**config.mk**
```make
export PLATFORM = sky130hd
export DESIGN_NAME = eth_crc32
export DESIGN_NICKNAME = d
export VERILOG_FILES = /design/src/rtl/eth_crc32.sv
export SDC_FILE = /design/constraint.sdc
export NUM_CORES = 1
export LEC_CHECK = 0
export CAP_MARGIN = 20
export CORE_MARGIN = 1
export CORE_UTILIZATION = 55
export DETAILED_ROUTE_END_ITERATION = 8
export PLACE_DENSITY = 0.8
export SETUP_SLACK_MARGIN = 0.1
export SLEW_MARGIN = 20
export SYNTH_ARGS = -nofsm -noshare
export SYNTH_HDL_FRONTEND = slang
export SYNTH_SLANG_ARGS = --single-unit
```
**constraint.sdc**
```tcl
create_clock -name clk -period 3.25 [get_ports clk]
set_clock_uncertainty 0.15 [all_clocks]
set_input_delay 0.8125 -clock clk [delete_from_list [all_inputs] [get_ports clk]]
set_output_delay 0.8125 -clock clk [all_outputs]
set_load 0.03 [all_outputs]
```
**src/rtl/eth_crc32.sv**
```systemverilog
`default_nettype none
// ============================================================================
// Module   : eth_crc32
// Brief    : Byte-serial IEEE 802.3 CRC-32 engine for the MAC receive path.
//            Folds one byte per valid clock into a reflected CRC-32 state,
//            presents the complemented running value as the FCS, and pulses
//            ok when the state reaches the 802.3 residue.
// Revision : 1.0 - initial release
// ============================================================================
module eth_crc32 (
  input  logic        clk,
  input  logic        rst,
  input  logic [7:0]  dat,
  input  logic        val,
  output logic        ok,
  output logic [31:0] crc
);

  // Reflected form of 0x04C11DB7; the shift register moves toward bit 0.
  localparam logic [31:0] C_POLY_REFL = 32'hEDB88320;
  localparam logic [31:0] C_INIT      = 32'hFFFFFFFF;
  // Uncomplemented state left behind once a frame and its own FCS are folded.
  localparam logic [31:0] C_RESIDUE   = 32'hDEBB20E3;

  logic [31:0]       r_state;
  logic [31:0]       r_fcs;
  logic              r_ok;

  // w_stage[k] is the state after k bits of the current byte; w_stage[8]
  // is the fully folded next state.
  logic [8:0][31:0]  w_stage;
  logic [31:0]       w_next;
  logic              w_hit;

  assign w_stage[0] = r_state;

  // One unrolled LSB-first shift/XOR stage per data bit.
  generate
    for (genvar gi = 0; gi < 8; gi++) begin : g_bit
      logic w_fb;
      assign w_fb           = w_stage[gi][0] ^ dat[gi];
      assign w_stage[gi+1]  = (w_stage[gi] >> 1) ^ (w_fb ? C_POLY_REFL : 32'h0000_0000);
    end
  endgenerate

  assign w_next = w_stage[8];
  assign w_hit  = (w_next == C_RESIDUE);

  // State, FCS and check pulse; reset wins over a valid byte.
  always_ff @(posedge clk) begin
    if (rst) begin
      r_state <= C_INIT;
      r_fcs   <= 32'h0000_0000;
      r_ok    <= 1'b0;
    end else if (val) begin
      r_state <= w_next;
      r_fcs   <= ~w_next;
      r_ok    <= w_hit;
    end else begin
      r_ok    <= 1'b0;
    end
  end

  assign ok  = r_ok;
  assign crc = r_fcs;

endmodule
`default_nettype wire

```
==> results.toml <==
[outcome]
status = "finished, final reports clean"

[grt]
overflow = 0
first_global_vias = 2419
grt_antenna_before_repair = 0
grt_max_degree = 42
grt_pass1_wl_mm = 11.7
grt_util_all_layers_pct = 25.0

[logic_synthesis]
synth_fp_nets = 347
synth_top_area_share_pct = 39.7
synth_edf_count = 0
synth_compound_area_share_pct = 16.8
yosys_warnings = 0
syn_area_um2 = 3280
synthMostInstantiatedCell = "dfxtp_1"
syn_avg_cell_area_um2 = 9.79
yosys-top-cells-count = "dfxtp_1 (65), xnor2_1 (45), nor2_1 (24), a21oi_1 (22), o21ai_0 (22)"
synth_fa_ha_area_share_pct = 0.382
synth_flop_cell = "dfxtp_1"
synth_cell_types = 38
synthTopCellsByArea = "dfxtp_1 (40%), xnor2_1 (12%), xnor3_1 (5.5%)"
synth-simple-area-share_pct = 11.6
synthArstFlopShare_pct = 0
yosysSeqAreaShare_pct = 39.7
yosys.area.top_type = "dfxtp_1"
synth_top_family_by_area = "XOR/XNOR gates"
muxShareOfSynthArea_pct = 1.22
synthXorXnorAreaFrac_pct = 26.1
synthCells = 335
synth_seq_cells = 65

[cts]
ctsLongestPathBuffers = 2
cts.htree.levels = 3
postCtsSetupBuffers = 0
numCtsBuffers = 9
postCtsHoldBufs = 0
cts.sinks = 65
clk_latency_ps = 350
cts_root_buffer = "clkbuf_8"
clkTransAtPathRegs_ps = 70
cts_tree = "done"

[sta]
min_period_over_period_pct = 90.4
rsz0062_at_grt = "false"
hold_viol = 0
setup_ws_ps = 312
fin_tns_setup_ps = 0
finalCriticalPeriod_ps = 2940
slew_viol_final = 0
fmax_mhz = 340
worst_pin_slew_ps = 573
setup_viol = 0
relSlewSlack_pct = 61.8
hold_slack_ps = 302

[place]
hpwl_mm = 5.33
pre_cts_ws_ps = -117
portBuffers = 43
postPlaceCellArea_um2 = 3960
globalplace.congestion = 0.901
dp.cells = 464

[pwr]
ir_drop_uv = 810
leakage_nw = 1.78
power.density_nw_per_um2 = 1150
finalPower_mw = 4.80

[routing]
dr_total_vias = 2446
wire_per_inst_um = 14.9
wirelength_mm = 7.16
antenna_left = 0
vias_per_cell = 5.10
drtIter0Drc = 112
drt_pass1_iterations = 5
route.detailed.drc = 0

[die]
start_util_pct = 58.1
num_rows = 27
fp.dieArea_um2 = 6270
die_y_um = 79.2
die_width_um = 79.2
coreArea_um2 = 5640
pin_count = 44

[setup_path]
worstPathCellList = "clkdlybuf4s50_1, xor2_1, xnor3_1, xnor3_1, nor4b_2, nand4_1, nor4b_2"
critPathRequiredTime_ps = 3360
path_class = "primary input to flop"
max_stage_delay_ps = 510
critPathSlowestCell = "clkdlybuf4s50_1"
worstSetupEndpointType = "flop"
arrival_ps = 3050
startpoint_type = "primary input"
path_max_fanout = 2

[final_layout]
fin_cells = 480
nNetsFinal = 415
areaGrowthSynthToFinish_pct = 27.1
drive_gt1_share_pct = 16.9
final_area_um2 = 4170
num_antenna_cells = 0
fin_util_pct = 73.8

[run]
cap_viol_max_count = 0

[worst_hold_path]
hp-class = "flop to flop"
==> cell type report <==
cell class	instances	area (um^2)
clock buffers	11	141
inverters	21	78.8
multi-input cells	233	1850
flip-flops and latches	65	1300
fillers	386	1480
well taps	72	90.1
clock inverters	5	55.1
repair buffers	73	651
==> state kept, by name, indices dropped and copies added (netlist names) <==
register	cells
crc	32
r_state	32
ok	1
==> placed cells by master (no fill, tap or decap), types with 3 or more instances in the layout <==
master and instances:
a21o_1 10, a21oi_1 22, and3_1 3, buf_4 30, clkbuf_8 10, clkdlybuf4s50_1 42
dfxtp_1 65, inv_1 21, mux2i_1 4, nand2_1 11, nand2b_1 4, nand3_1 3
nand3b_1 3, nor2_1 24, nor3_1 6, nor4b_2 3, o21a_1 19, o21ai_0 22
or2_2 6, xnor2_1 45, xnor2_2 8, xnor2_4 3, xnor3_1 8, xor2_1 9
==> cell families (layout without fill, tap and decap cells) <==
family / after synthesis / in the layout
fa+ha+maj: 1 / 1
xor+xnor: 73 / 73
compound gates: 85 / 85
flops: 65 / 65
simple gates: 70 / 70
mux: 4 / 4
buf+inv: 37 / 110
==> power by group <==
| part | switching [mW] | internal [mW] | leakage (nW) | total [mW] |
|---|---|---|---|---|
| Sequential | 0.199 | 1.06 | 0.540 | 1.26 |
| Clock | 0.301 | 0.372 | 0.0953 | 0.673 |
| Combinational | 1.43 | 1.43 | 1.15 | 2.86 |
| Total | 1.93 | 2.87 | 1.78 | 4.80 |
==> layer usage <==
metal / track usage [%] / share of wire, % / up-vias / routed length [um]
met4: 12.0 / 2.5 / 0 / 182
met5: 0 / 0 / - / 0
li1: - / - / 1257 / -
met1: 30.6 / 47 / 1117 / 3340
met2: 41.1 / 47 / 58 / 3340
met3: 5.75 / 4.1 / 14 / 294
==> timing repair <==
item,4_1_cts,5_1_grt
setup endpoints to repair,0,1
hold endpoints to repair,0,0
resized for setup,0,1
==> worst max-delay path: cells and delay by family <==
family        cells  cell delay (ps)
xor+xnor          3             1100
simple gates      3              630
buf+inv           1              510
==> worst paths after layout <==
path / start / end / slack, ps / depth (start not counted)
max: dat[1] / ok / 310 / 7
min: crc[8] / crc[8] / 300 / 1
max reg2reg: r_state[1] / ok / 850 / 6
min reg2reg: crc[8] / crc[8] / 300 / 1
(Power assumes the default switching activity.)
